`config.mk`:
```
export PLATFORM = sky130hd
export DESIGN_NAME = rat_mul_arb
export DESIGN_NICKNAME = d
export VERILOG_FILES = /design/src/rtl/rat_mul_arb.sv
export SDC_FILE = /design/constraint.sdc
export NUM_CORES = 1
export LEC_CHECK = 0
export CAP_MARGIN = 5
export CORE_AREA = 5 5 227 229
export DETAILED_ROUTE_END_ITERATION = 10
export DIE_AREA = 0 0 232 234
export SYNTH_ARGS = -nofsm -noshare
export SYNTH_HDL_FRONTEND = slang
export SYNTH_SLANG_ARGS = --single-unit
```
`constraint.sdc`:
```
create_clock -name clk -period 3.9 [get_ports clk]
set_input_delay 0.585 -clock clk [delete_from_list [all_inputs] [get_ports clk]]
set_output_delay 0.585 -clock clk [all_outputs]
set_load 0.005 [all_outputs]
```
`src/rtl/rat_mul_arb.sv`:
```
// rat_mul_arb: two-requester round-robin front end for one shared rational multiplier.
//   clk, rst                   : clock, synchronous active-high reset
//   reqN_valid/ready, reqN_*   : operand handshake and operands for requester N
//   rspN_valid/ready           : result handshake for requester N
//   rspN_num/den/err           : product and zero-denominator flag
//   mul_l_*/mul_r_*            : registered operands driven to the external multiplier
//   mul_s_num/den              : external multiplier product, MUL_LAT cycles after the operands
//   busy                       : an operation is in flight or waiting to be taken
module rat_mul_arb #(
   parameter int WIDTH   = 32,
   parameter int MUL_LAT = 1
) (
   input  logic             clk,
   input  logic             rst,
   input  logic             req0_valid,
   output logic             req0_ready,
   input  logic [WIDTH-1:0] req0_l_num,
   input  logic [WIDTH-1:0] req0_l_den,
   input  logic [WIDTH-1:0] req0_r_num,
   input  logic [WIDTH-1:0] req0_r_den,
   input  logic             req1_valid,
   output logic             req1_ready,
   input  logic [WIDTH-1:0] req1_l_num,
   input  logic [WIDTH-1:0] req1_l_den,
   input  logic [WIDTH-1:0] req1_r_num,
   input  logic [WIDTH-1:0] req1_r_den,
   output logic             rsp0_valid,
   input  logic             rsp0_ready,
   output logic [WIDTH-1:0] rsp0_num,
   output logic [WIDTH-1:0] rsp0_den,
   output logic             rsp0_err,
   output logic             rsp1_valid,
   input  logic             rsp1_ready,
   output logic [WIDTH-1:0] rsp1_num,
   output logic [WIDTH-1:0] rsp1_den,
   output logic             rsp1_err,
   output logic [WIDTH-1:0] mul_l_num,
   output logic [WIDTH-1:0] mul_l_den,
   output logic [WIDTH-1:0] mul_r_num,
   output logic [WIDTH-1:0] mul_r_den,
   input  logic [WIDTH-1:0] mul_s_num,
   input  logic [WIDTH-1:0] mul_s_den,
   output logic             busy
);
   typedef enum logic [1:0] {IDLE, MUL, DONE} state_t;
   state_t state, state_nx;
   logic ptr, gid, err_r, grant, acc, hs, mul_end;
   logic [2:0] cnt;
   logic [WIDTH-1:0] res_num, res_den;
   always_comb begin
      grant    = (req0_valid && req1_valid) ? ptr : req1_valid;
      acc      = state == IDLE && (req0_valid || req1_valid);
      mul_end  = state == MUL && cnt == 3'd0;
      hs       = state == DONE && (gid ? rsp1_ready : rsp0_ready);
      state_nx = acc ? MUL : mul_end ? DONE : hs ? IDLE : state;
   end
   always_ff @(posedge clk)
      if (rst) state <= IDLE;
      else     state <= state_nx;
   always_ff @(posedge clk) begin
      if (rst) begin
         ptr       <= 1'b0;
         gid       <= 1'b0;
         cnt       <= 3'd0;
         err_r     <= 1'b0;
         res_num   <= '0;
         res_den   <= '0;
         mul_l_num <= '0;
         mul_l_den <= '0;
         mul_r_num <= '0;
         mul_r_den <= '0;
      end else begin
         if (acc) begin
            gid       <= grant;
            cnt       <= 3'(MUL_LAT);
            mul_l_num <= grant ? req1_l_num : req0_l_num;
            mul_l_den <= grant ? req1_l_den : req0_l_den;
            mul_r_num <= grant ? req1_r_num : req0_r_num;
            mul_r_den <= grant ? req1_r_den : req0_r_den;
            err_r     <= grant ? (req1_l_den == '0 || req1_r_den == '0)
                               : (req0_l_den == '0 || req0_r_den == '0);
         end
         if (state == MUL && cnt != 3'd0) cnt <= cnt - 3'd1;
         if (mul_end) begin
            res_num <= mul_s_num;
            res_den <= mul_s_den;
         end
         if (hs) ptr <= ~gid;
      end
   end
   assign req0_ready = state == IDLE && !grant && req0_valid;
   assign req1_ready = state == IDLE && grant && req1_valid;
   assign rsp0_valid = state == DONE && !gid;
   assign rsp1_valid = state == DONE && gid;
   assign rsp0_err   = rsp0_valid && err_r;
   assign rsp1_err   = rsp1_valid && err_r;
   assign rsp0_num   = res_num;
   assign rsp0_den   = res_den;
   assign rsp1_num   = res_num;
   assign rsp1_den   = res_den;
   assign busy       = state != IDLE;
endmodule

```
==> impl_results.md, run 1 <==
* Status: completed
* Max IR drop VDD at roughly 0.26 mV
* Synth Cell Area at around 9500 um^2
* Design Power at about 6.7 mW
* Clock buffer count from CTS at 17
* Post-synth EDFFs at 0
* Top cell type's share of synthesized area at 42.0%
* Max-cap violations at 0
* First-pass GRT wire length at ~56 mm
* Drt via density at 4.18
* Most common cell in the netlist: dfxtp_1
* Power Density at between 400 and 500 nW/um^2
* Clock Skew at 0.00903 ns
* Initial antenna violation count at 1
* Total grt overflow at 0
* Worst hold start: rsp0_num[23]$_SDFFE_PP0P_
* CP Max Fanout at 4
* Fmax achieved at about 0.37 GHz
* Total setup buffers inserted after CTS at 0
* Share of layout cells above drive strength 1 at a little under a tenth
* Root Driver: clkbuf_16
* CTS tree: done
* Slew Limit Fails at 0
* Row count at 82
* # port buffers at roughly 590
* Clock sink total at 200
* End of the worst hold path: rsp0_num[23]$_SDFFE_PP0P_
* Most used DFF post-synth: dfxtp_1
* Post-synth top cells: 200 x dfxtp_1, 145 x nor2_1, 132 x nand2_1
* DP Wirelength at 30.8 mm
* Min cycle time layout at 2.74 ns
* Global Route Usage Sum at about 14%
* Slew HR at between 40% and 50%
* Initial DRC count at 307
* Wire length per cell at 18.0 um
* Clock slew at reported path FFs at 0.07 ns
* Slew @ Worst Pin at around 0.86 ns
* Die Ht at approximately 230 um
* Post-Synthesis Cells at 1015
* Final setup violation count at 0
* Die area at ~54000 um^2
* Diode count at 0
* Data required time of the critical path at about 3.3 ns
* Cell taking the most area after synthesis: dfxtp_1
* Max H-tree Level at 4
* Worst skew pair latency at approximately 0.47 ns
* Worst r2r src: state[0]$_SDFFE_PP0P_
* Residual DRC at 0
* CP startpoint kind: input port
* Worst reg-to-reg setup slack at approximately 1.9 ns
* RSZ-0062 raised after global routing: false
* Area delta synth->final at 68.6%
* CP Class: input port to output pin
* Synthesized area per cell at between 9 and 10 um^2
* Setup TNS Final at 0 ns
* Synth cell types at 31
* Hold Violations, Final at 0
* Worst R2R Path Depth at 5
* Total Wirelength at between 30 and 40 mm
* Leak pwr at between 6 and 7 nW
* Die Span X at ~230 um
* Synthesis warning total at 0
* Largest net degree at the start of global routing at about 100
* Hold Buf Count CTS at 0
* CP endpoint kind: output pin
* Post-synth net total at between 1000 and 1500
* Register area share after synthesis at approximately 42%
* Async SR Flop Fraction at 0%
* Critical Path AT at roughly 2.2 ns
* Detailed-router iteration count before antenna repair at 6
* FF-to-FF End: mul_l_num[30]$_SDFFE_PP0P_
* Nets at roughly 1800
* Top cells by area, synth: dfxtp_1 42%, mux2i_1 14%, a211oi_2 12%
* CORE AREA at roughly 49000 um^2
* Initial Utilization at between 10% and 20%
* Tcrit/Tclk final at 70.2%
* Number of global-route vias before repair at just over 9000
* # IOs at just under 600
* Worst Hold Depth at 2
* Seq cells post-synth at 200
* Post-CTS sizing at 0
* Hold crit path type: flip-flop to flip-flop
* Post-route antenna net violation count at 0
* Max Buffers Root-to-Sink at 2
* Via count at ~9000
* Final Wtd Congestion at around 0.83
[power breakdown]
part           internal (mW)  total, mW  leakage, nW  switching [mW]
clock network           1.09       1.93        0.297           0.839
registers               2.33       2.52         1.65           0.192
logic                   1.24       2.22         4.13           0.976
[metrics by stage]
stage                     setup slack (ns)  cells  instance area (um^2)  hold WS [ns]  utilization (%)
final                                 1.16   2176                 16100         0.473             32.5
after global routing                  1.08   2176                 16100         0.494             32.5
after CTS                             1.13   2176                 16100         0.473             32.5
after detailed placement              1.14   2145                 15500         0.463             31.2
after global placement                1.11   2145                 15500         0.458             31.2
after floorplan                       2.01   1015                  9530         0.447                -
[worst max-delay path by stage]
stage                        start                 end  slack, ns  cells after the start
finish                  req0_valid          req0_ready       1.16                      5
global route            req0_valid          req0_ready       1.08                      5
CTS                     req0_valid          req0_ready       1.13                      5
detailed placement      req0_valid          req0_ready       1.14                      5
global placement    req1_l_den[14]  err_r$_SDFFE_PP0P_       1.11                      6
floorplan               req0_valid          req0_ready       2.01                      6
[critical path, cell delays in order]
cell             delay, ns
clkdlybuf4s50_1       0.54
inv_1                 0.10
o21ai_4               0.19
and3_1                0.22
clkdlybuf4s50_1       0.52
[layer usage]
metal  vias up  GRT usage [%]  share of wire [%]
met4         2           5.48                2.5
met3        41           4.79                8.2
met1      4228           15.5                 40
met5         -              0              0.033
met2       363           23.2                 50
li1       4460              -                  -
[logic make-up after synthesis]
| family | after synthesis | synth area share [%] |
|---|---|---|
| and+or+nand+nor | 330 | 14.5 |
| AOI/OAI and AO/OA | 205 | 19.1 |
| DFF | 200 | 42.0 |
| buffers and inverters | 149 | 10.6 |
| muxes | 129 | 13.6 |
| adders and majority gates | 2 | 0.263 |
[layout make-up]
class | count | area (um^2)
clock buffer | 20 | 447
clock inverter | 11 | 171
fill | 5135 | 33400
inverter | 5 | 18.8
multi-input combinational | 666 | 4530
sequential | 200 | 4000
tap | 672 | 841
timing repair buffer | 602 | 6060
[flip-flops by register name (all words and copies together), names as in the netlist]
| name | count |
|---|---|
| cnt | 3 |
| mul_r_num | 32 |
| state | 2 |
| mul_l_num | 32 |
| ptr | 1 |
| rsp0_num | 32 |
| rsp0_den | 32 |
| mul_l_den | 32 |
| gid | 1 |
| mul_r_den | 32 |
| err_r | 1 |
[layout by cell type (no fill, tap or decap), types with 9 or more instances in the layout]
master             n
nor2_1           145
a211oi_2          92
a211oi_1          36
mux2i_1          129
buf_4              9
nand2_1          132
dfxtp_1          200
nor4_1            33
a21oi_1           72
clkbuf_16         17
clkdlybuf4s50_1  587
No activity file was read; power rests on OpenSTA's default activity.
==> inputs of run 2 (changes only) <==
--- a/config.mk
+++ b/config.mk
@@ -6,9 +6,9 @@
 export NUM_CORES = 1
 export LEC_CHECK = 0
 export CAP_MARGIN = 5
-export CORE_AREA = 5 5 227 229
+export CORE_AREA = 5 5 225 227
 export DETAILED_ROUTE_END_ITERATION = 10
-export DIE_AREA = 0 0 232 234
+export DIE_AREA = 0 0 230 232
 export SYNTH_ARGS = -nofsm -noshare
 export SYNTH_HDL_FRONTEND = slang
 export SYNTH_SLANG_ARGS = --single-unit
==> constraint.sdc (replaced) <==
create_clock -name clk -period 2.3 [get_ports clk]
set_input_delay 0.345 -clock clk [delete_from_list [all_inputs] [get_ports clk]]
set_output_delay 0.345 -clock clk [all_outputs]
set_load 0.005 [all_outputs]
==> run 2 against run 1 <==
Hold slack lost 0.061 ns; design area grew 1.1%; clock skew grew 0.013 ns; register-to-register slack lost 1.5 ns; count of clock-buffer cells in the layout is the same.
==> impl_results.md, run 2 (same netlist as run 1, synthesis figures left out) <==
* Initial DRC count at 275 (was 307)
* Post-Place Worst Slack at -0.128 ns (was 1.14 ns)
* Final Wtd Congestion at 0.918 (was 0.828)
* CTS tree: done (unchanged)
* Via count at 9216 (was 9094)
* Max IR drop VDD at 0.386 mV (was 0.265 mV)
* Row count at 81 (was 82)
* Post-DP Area at 15600 um^2 (was 15500 um^2)
* Die Span X at 230 um (was 232 um)
* Commonest non-fill, non-tap cells in the layout: 587 x clkdlybuf4s50_1, 198 x dfxtp_1, 144 x nor2_1 (was 587 x clkdlybuf4s50_1, 200 x dfxtp_1, 145 x nor2_1)
* Hold Violations, Final at 0 (unchanged)
* Max Buffers Root-to-Sink at 2 (unchanged)
* Slew Limit Fails at 0 (unchanged)
* Most common cell after layout, fill and taps aside: clkdlybuf4s50_1 (unchanged)
* Wire length per cell at 18.7 um (was 18.0 um)
* Root Driver: clkbuf_16 (unchanged)
* Hold crit path type: input port to flip-flop (was flip-flop to flip-flop)
* Worst skew pair latency at 0.48 ns (was 0.47 ns)
* Clock sink total at 200 (unchanged)
* Diode count at 0 (unchanged)
* Total setup buffers inserted after CTS at 0 (unchanged)
* Residual DRC at 0 (unchanged)
* Data required time of the critical path at 1.96 ns (was 3.31 ns)
* Leak pwr at 6.21 nW (was 6.08 nW)
* DP Wirelength at 32.2 mm (was 30.8 mm)
* Total grt overflow at 0 (unchanged)
* CP Class: flip-flop to output pin (was input port to output pin)
* Clock slew at reported path FFs at 0.07 ns (about the same)
* Max incr delay on CP at 0.55 ns (was 0.54 ns)
* Max-cap violations at 0 (unchanged)
* Tcrit/Tclk final at 94.8%
* CP startpoint: state[1]$_SDFFE_PP0P_ (was req0_valid)
* Worst r2r src: cnt[0]$_SDFFE_PP0P_ (was state[0]$_SDFFE_PP0P_)
* # port buffers at 588 (unchanged)
* Slew @ Worst Pin at 0.814 ns (was 0.861 ns)
* Design Power at 11.5 mW (was 6.67 mW)
* Initial antenna violation count at 1 (unchanged)
* CP Max Fanout at 6 (was 4)
* Drt via density at 4.29 (was 4.18)
* Fmax achieved at roughly 0.46 GHz
* Fin cells at 2148 (was 2176)
* Min cycle time layout at ~2.2 ns
* Critical Path AT at 1.83 ns (was 2.15 ns)
* Global Route Usage Sum at 14.2% (was 13.5%)
* Worst hold start: rst (was rsp0_num[23]$_SDFFE_PP0P_)
* Cell count after placement at 2116 (was 2145)
* Post-route antenna net violation count at 0 (unchanged)
* Detailed-router iteration count before antenna repair at 5 (was 6)
* Die area at 53400 um^2 (was 54300 um^2)
* Initial Utilization at 19.7% (was 19.3%)
* Final Worst Setup Slack at 0.120 ns (was 1.16 ns)
* First-pass GRT wire length at 58.0 mm (was 55.9 mm)
* Slew HR at 45.8% (was 42.6%)
* Status: completed (unchanged)
* CP max stage cell: clkdlybuf4s50_1 (unchanged)
* Max H-tree Level at 4 (unchanged)
* Power Density at 708 nW/um^2 (was 415 nW/um^2)
* Die Ht at 232 um (was 234 um)
* Share of layout cells above drive strength 1 at 10.9% (was 9.38%)
* # IOs at 589 (unchanged)
* Clock buffer count from CTS at 17 (unchanged)
* Total Wirelength at 40.2 mm (was 39.2 mm)
* CP startpoint kind: flip-flop (was input port)
* # fillers at 4950 (was 5135)
* Nets at 1841 (was 1820)
* Number of global-route vias before repair at 9453 (was 9083)
* CORE AREA at 48400 um^2 (was 49500 um^2)
* Final setup violation count at 0 (unchanged)
* RSZ-0062 raised after global routing: false (unchanged)
* Hold Buf Count CTS at 0 (unchanged)
* Clock Skew at 0.0218 ns (was 0.00903 ns)
* Cells along the critical path: nor2b_4 -> and3_1 -> clkdlybuf4s50_1 (was clkdlybuf4s50_1 -> inv_1 -> o21ai_4 -> and3_1 -> clkdlybuf4s50_1)
* Largest net degree at the start of global routing at 79 (was 103)
* CP endpoint kind: output pin (unchanged)
* Design area at 16200 um^2 (was 16100 um^2)
* Area delta synth->final at 70.4% (was 68.6%)
[run 2: cell types whose count changed in the layout (fill, tap and decap cells not counted), sizes merged]
cell	delta
inv	+4
clkinvlp	-2
buf	+21
clkinv	-1
[run 2: final timing paths]
kind / endpoint / slack [ns] / cells past startpoint
worst max-delay path: rsp1_err / 0.12 / 3
worst min-delay path: mul_l_num[25]$_SDFFE_PP0P_ / 0.41 / 3
worst max register to register: rsp0_den[23]$_SDFFE_PP0P_ / 0.44 / 6
worst min register to register: rsp0_den[29]$_SDFFE_PP0P_ / 0.48 / 2
[run 2: critical path: cells and delay by family (launching register included)]
kind | cells | cell delay (ns)
buffers and inverters | 1 | 0.55
AND/OR/NAND/NOR | 2 | 0.43
flip-flops | 1 | 0.39
[run 2: timing repair]
| item | 4_1_cts | 5_1_grt |
|---|---|---|
| gates resized for setup | 6 | 2 |
| cloned | 0 | 0 |
| pin swaps | 0 | 0 |
| setup endpoints to repair | 5 | 6 |
[run 2: metrics by stage]
step,setup TNS [ns],util [%],hold slack (ns)
after floorplan,0,-,0.447
after global placement,-0.142,32.2,0.456
after detailed placement,-0.128,32.2,0.466
after CTS,0,33.5,0.354
after global routing,0,33.5,0.380
final,0,33.5,0.412
[run 2: cell type report]
class | count | area, um^2 | share of cell area [%]
repair buffers | 623 | 6250 | 38.5
multi-input cells | 666 | 4550 | 28.0
well taps | 622 | 778 | 4.79
inverters | 5 | 18.8 | 0.116
clock inverters | 12 | 185 | 1.14
clock buffers | 20 | 447 | 2.75
flip-flops and latches | 200 | 4010 | 24.7
[run 2: per-layer routing]
layer | vias up | track usage (%) | part of all wire (%)
met5 | - | 0 | 0
met2 | 371 | 24.2 | 48
met1 | 4295 | 16.2 | 40
met3 | 61 | 4.88 | 7.8
li1 | 4489 | - | -
met4 | 0 | 6.41 | 3.4
[run 2: report_power, final]
part / switching [mW] / internal, mW
sequential: 0.318 / 3.95
combinational: 1.71 / 2.17
clock: 1.47 / 1.87
==> RTL change: new RTL, flow settings as in run 2 <==
Encoding of `state_t`: now one-hot (3 bits for 3 states).
--- a/src/rtl/rat_mul_arb.sv
+++ b/src/rtl/rat_mul_arb.sv
@@ -42,7 +42,7 @@
    input  logic [WIDTH-1:0] mul_s_den,
    output logic             busy
 );
-   typedef enum logic [1:0] {IDLE, MUL, DONE} state_t;
+   typedef enum logic [2:0] {IDLE = 3'b001, MUL = 3'b010, DONE = 3'b100} state_t;
    state_t state, state_nx;
    logic ptr, gid, err_r, grant, acc, hs, mul_end;
    logic [2:0] cnt;
Function: same outputs for any inputs over 4 cycles, from zero or initial values and one cycle with rst high; so few cycles prove little.
==> RTL change against run 2 <==
Register-to-register slack lost 0.04 ns; area after synthesis decreased by 5.3%; wire length is 1.2% lower; power increased by 1.0%; die area did not move; sequential cell count increased by 1; combinational power down 13%; sequential share of layout area is 0.26 points higher; maximum frequency down 0.91%; design area decreased by 0.45%; setup slack got worse by 0.020 ns; critical endpoint is now rsp0_valid; clock skew rose by 0.0041 ns.
==> RTL change: results (changes against run 2) <==
status:
  outcome: "complete, no violations"  # unchanged
grt:
  grtUsageMet1_pct: 15.95  # was 16.24%
  antenna_found_initial: 0  # was 1
  grt_pass1_vias: 9654  # was 9453
  grt_util_met3_pct: 3.619  # was 4.879%
  use_met2_pct: 24.81  # was 24.17%
  grt_usage_pct: 13.90  # was 14.23%
  grt_max_degree: 73  # was 79
  grt_pass1_wl_um: 58580  # was 57970 um
logic_synthesis:
  synth_nets: 1342  # was 1343
  synth.top_cells.by_count: "201 x dfxtp_1, 134 x nor2_1, 132 x nand2_1, 129 x a211oi_1, 128 x mux2i_1"  # was 200 x dfxtp_1, 145 x nor2_1, 132 x nand2_1, 129 x mux2i_1, 92 x a211oi_2
  yosysUniqueCellTypes: 34  # was 31
  synthCells: 1014  # was 1015
  synthArstFlopShare_pct: 0  # unchanged
  yosysSeqAreaShare_pct: 44.59  # was 42.02%
  synth_area_leaders: "dfxtp_1 45%, mux2i_1 14%, a211oi_1 11%, buf_4 6.8%, nor2_1 5.6%"  # was dfxtp_1 42%, mux2i_1 14%, a211oi_2 12%, nor2_1 5.7%, buf_4 5.7%
critical_path:
  cp.arrival_ns: 1.85  # was 1.83 ns
  path_max_fanout: 4  # was 6
placement:
  postPlaceCellArea_mm2: 0.01530  # was 0.01558 mm2
  dpl.hpwl_um: 32250  # was 32150 um
  place.gp.congestion: 0.9072  # was 0.9177
  pre_cts_slack_ns: 0.01160  # was -0.1282 ns
  dp_cells: 2130  # was 2116
final_layout:
  fillers: 5012  # was 4950
  nets: 1863  # was 1841
  drive_gt1_share_pct: 6.637  # was 10.94%
  instances_no_fill: 2174  # was 2148
hold_path:
  hp-class: "in -> reg"  # unchanged
detailed_routing:
  dr_wl_met3_um: 3016  # was 3120 um
  vias_per_cell: 4.291  # about the same
  wl_met2_um: 19560  # was 19450 um
  drt_iter0_markers: 222  # was 275
  dr.pass1.iters: 4  # was 5
  route.layer.met1.wl_um: 15650  # was 16200 um
  wl_per_cell_um: 18.25  # was 18.69 um
cts:
  htree_levels: 1  # was 4
  cts_buffer_depth: 3  # was 2
  clkLatencyLatePin_ns: 0.53  # was 0.48 ns
  cts_setup_buffers: 1  # was 0
  numCtsBuffers: 24  # was 17
  ctsResizeCount: 10  # was 6
sta:
  clock_skew_ns: 0.02589  # was 0.02178 ns
  worstMarginPinSlew_ns: 0.6748  # was 0.8137 ns
pwr:
  p_clk_share_pct: 34.1  # was 29.1%
  ir_drop_uv: 414.9  # was 386.5 uV
  p_leak_nw: 6.317  # was 6.214 nW
  switching_share_pct: 27.95  # was 30.42%
## RTL change: changes by cell type in the layout (fill, tap and decap cells not counted), moves of 3 or more
cell	run 2	this run
a211oi_1	36	129
a211oi_2	92	0
a21oi_1	72	68
buf_4	27	42
clkbuf_16	17	25
clkbuf_8	2	8
clkdlybuf4s50_1	587	582
inv_6	5	0
nor2_1	144	134
nor3_1	1	4
## RTL change: logic make-up (layout without fill, tap and decap cells)
family	count (synthesis)	in the layout	synth area share, %
buffers and inverters	149	687	10.15
AOI/OAI and AO/OA	207	207	15.32
adders and majority gates	2	2	0.2772
and+or+nand+nor	325	325	15.25
muxes	129	129	14.32
DFF	201	201	44.59
xor gates and xnor gates	1	1	0.09706
## RTL change: final cells by class
| type | count | area, um2 | share of cell area, % |
|---|---|---|---|
| Timing Repair Buffer | 639 | 6386 | 39.50 |
| Multi-Input combinational cell | 664 | 4125 | 25.51 |
| Sequential cell | 201 | 4030 | 24.92 |
| Tap cell | 622 | 778.2 | 4.813 |
| Clock buffer | 37 | 750.7 | 4.643 |
| Clock inverter | 6 | 80.08 | 0.4952 |
| Inverter | 5 | 18.77 | 0.1161 |
## RTL change: per-stage QoR
stage	hold WS, ns	total power, mW
floorplan	0.4425	5.639
CTS	0.2242	11.81
global route	0.2616	12.23
global placement	0.4537	7.694
detailed placement	0.4634	7.747
finish	0.2350	11.61
## RTL change: worst paths after layout
kind / from / endpoint / slack [ns] / depth (start not counted)
max reg2reg: state[0] / cnt[0] / 0.40 / 6
min: rst / mul_r_den[7] / 0.23 / 2
max: state[2] / rsp0_valid / 0.10 / 3
min reg2reg: rsp0_den[22] / rsp0_den[22] / 0.47 / 2
## RTL change: worst max-delay path, stage by stage, from the launching register on
cell             delay, ns
dfxtp_2               0.38
nor3b_4               0.24
nor2b_1               0.15
clkdlybuf4s50_1       0.55
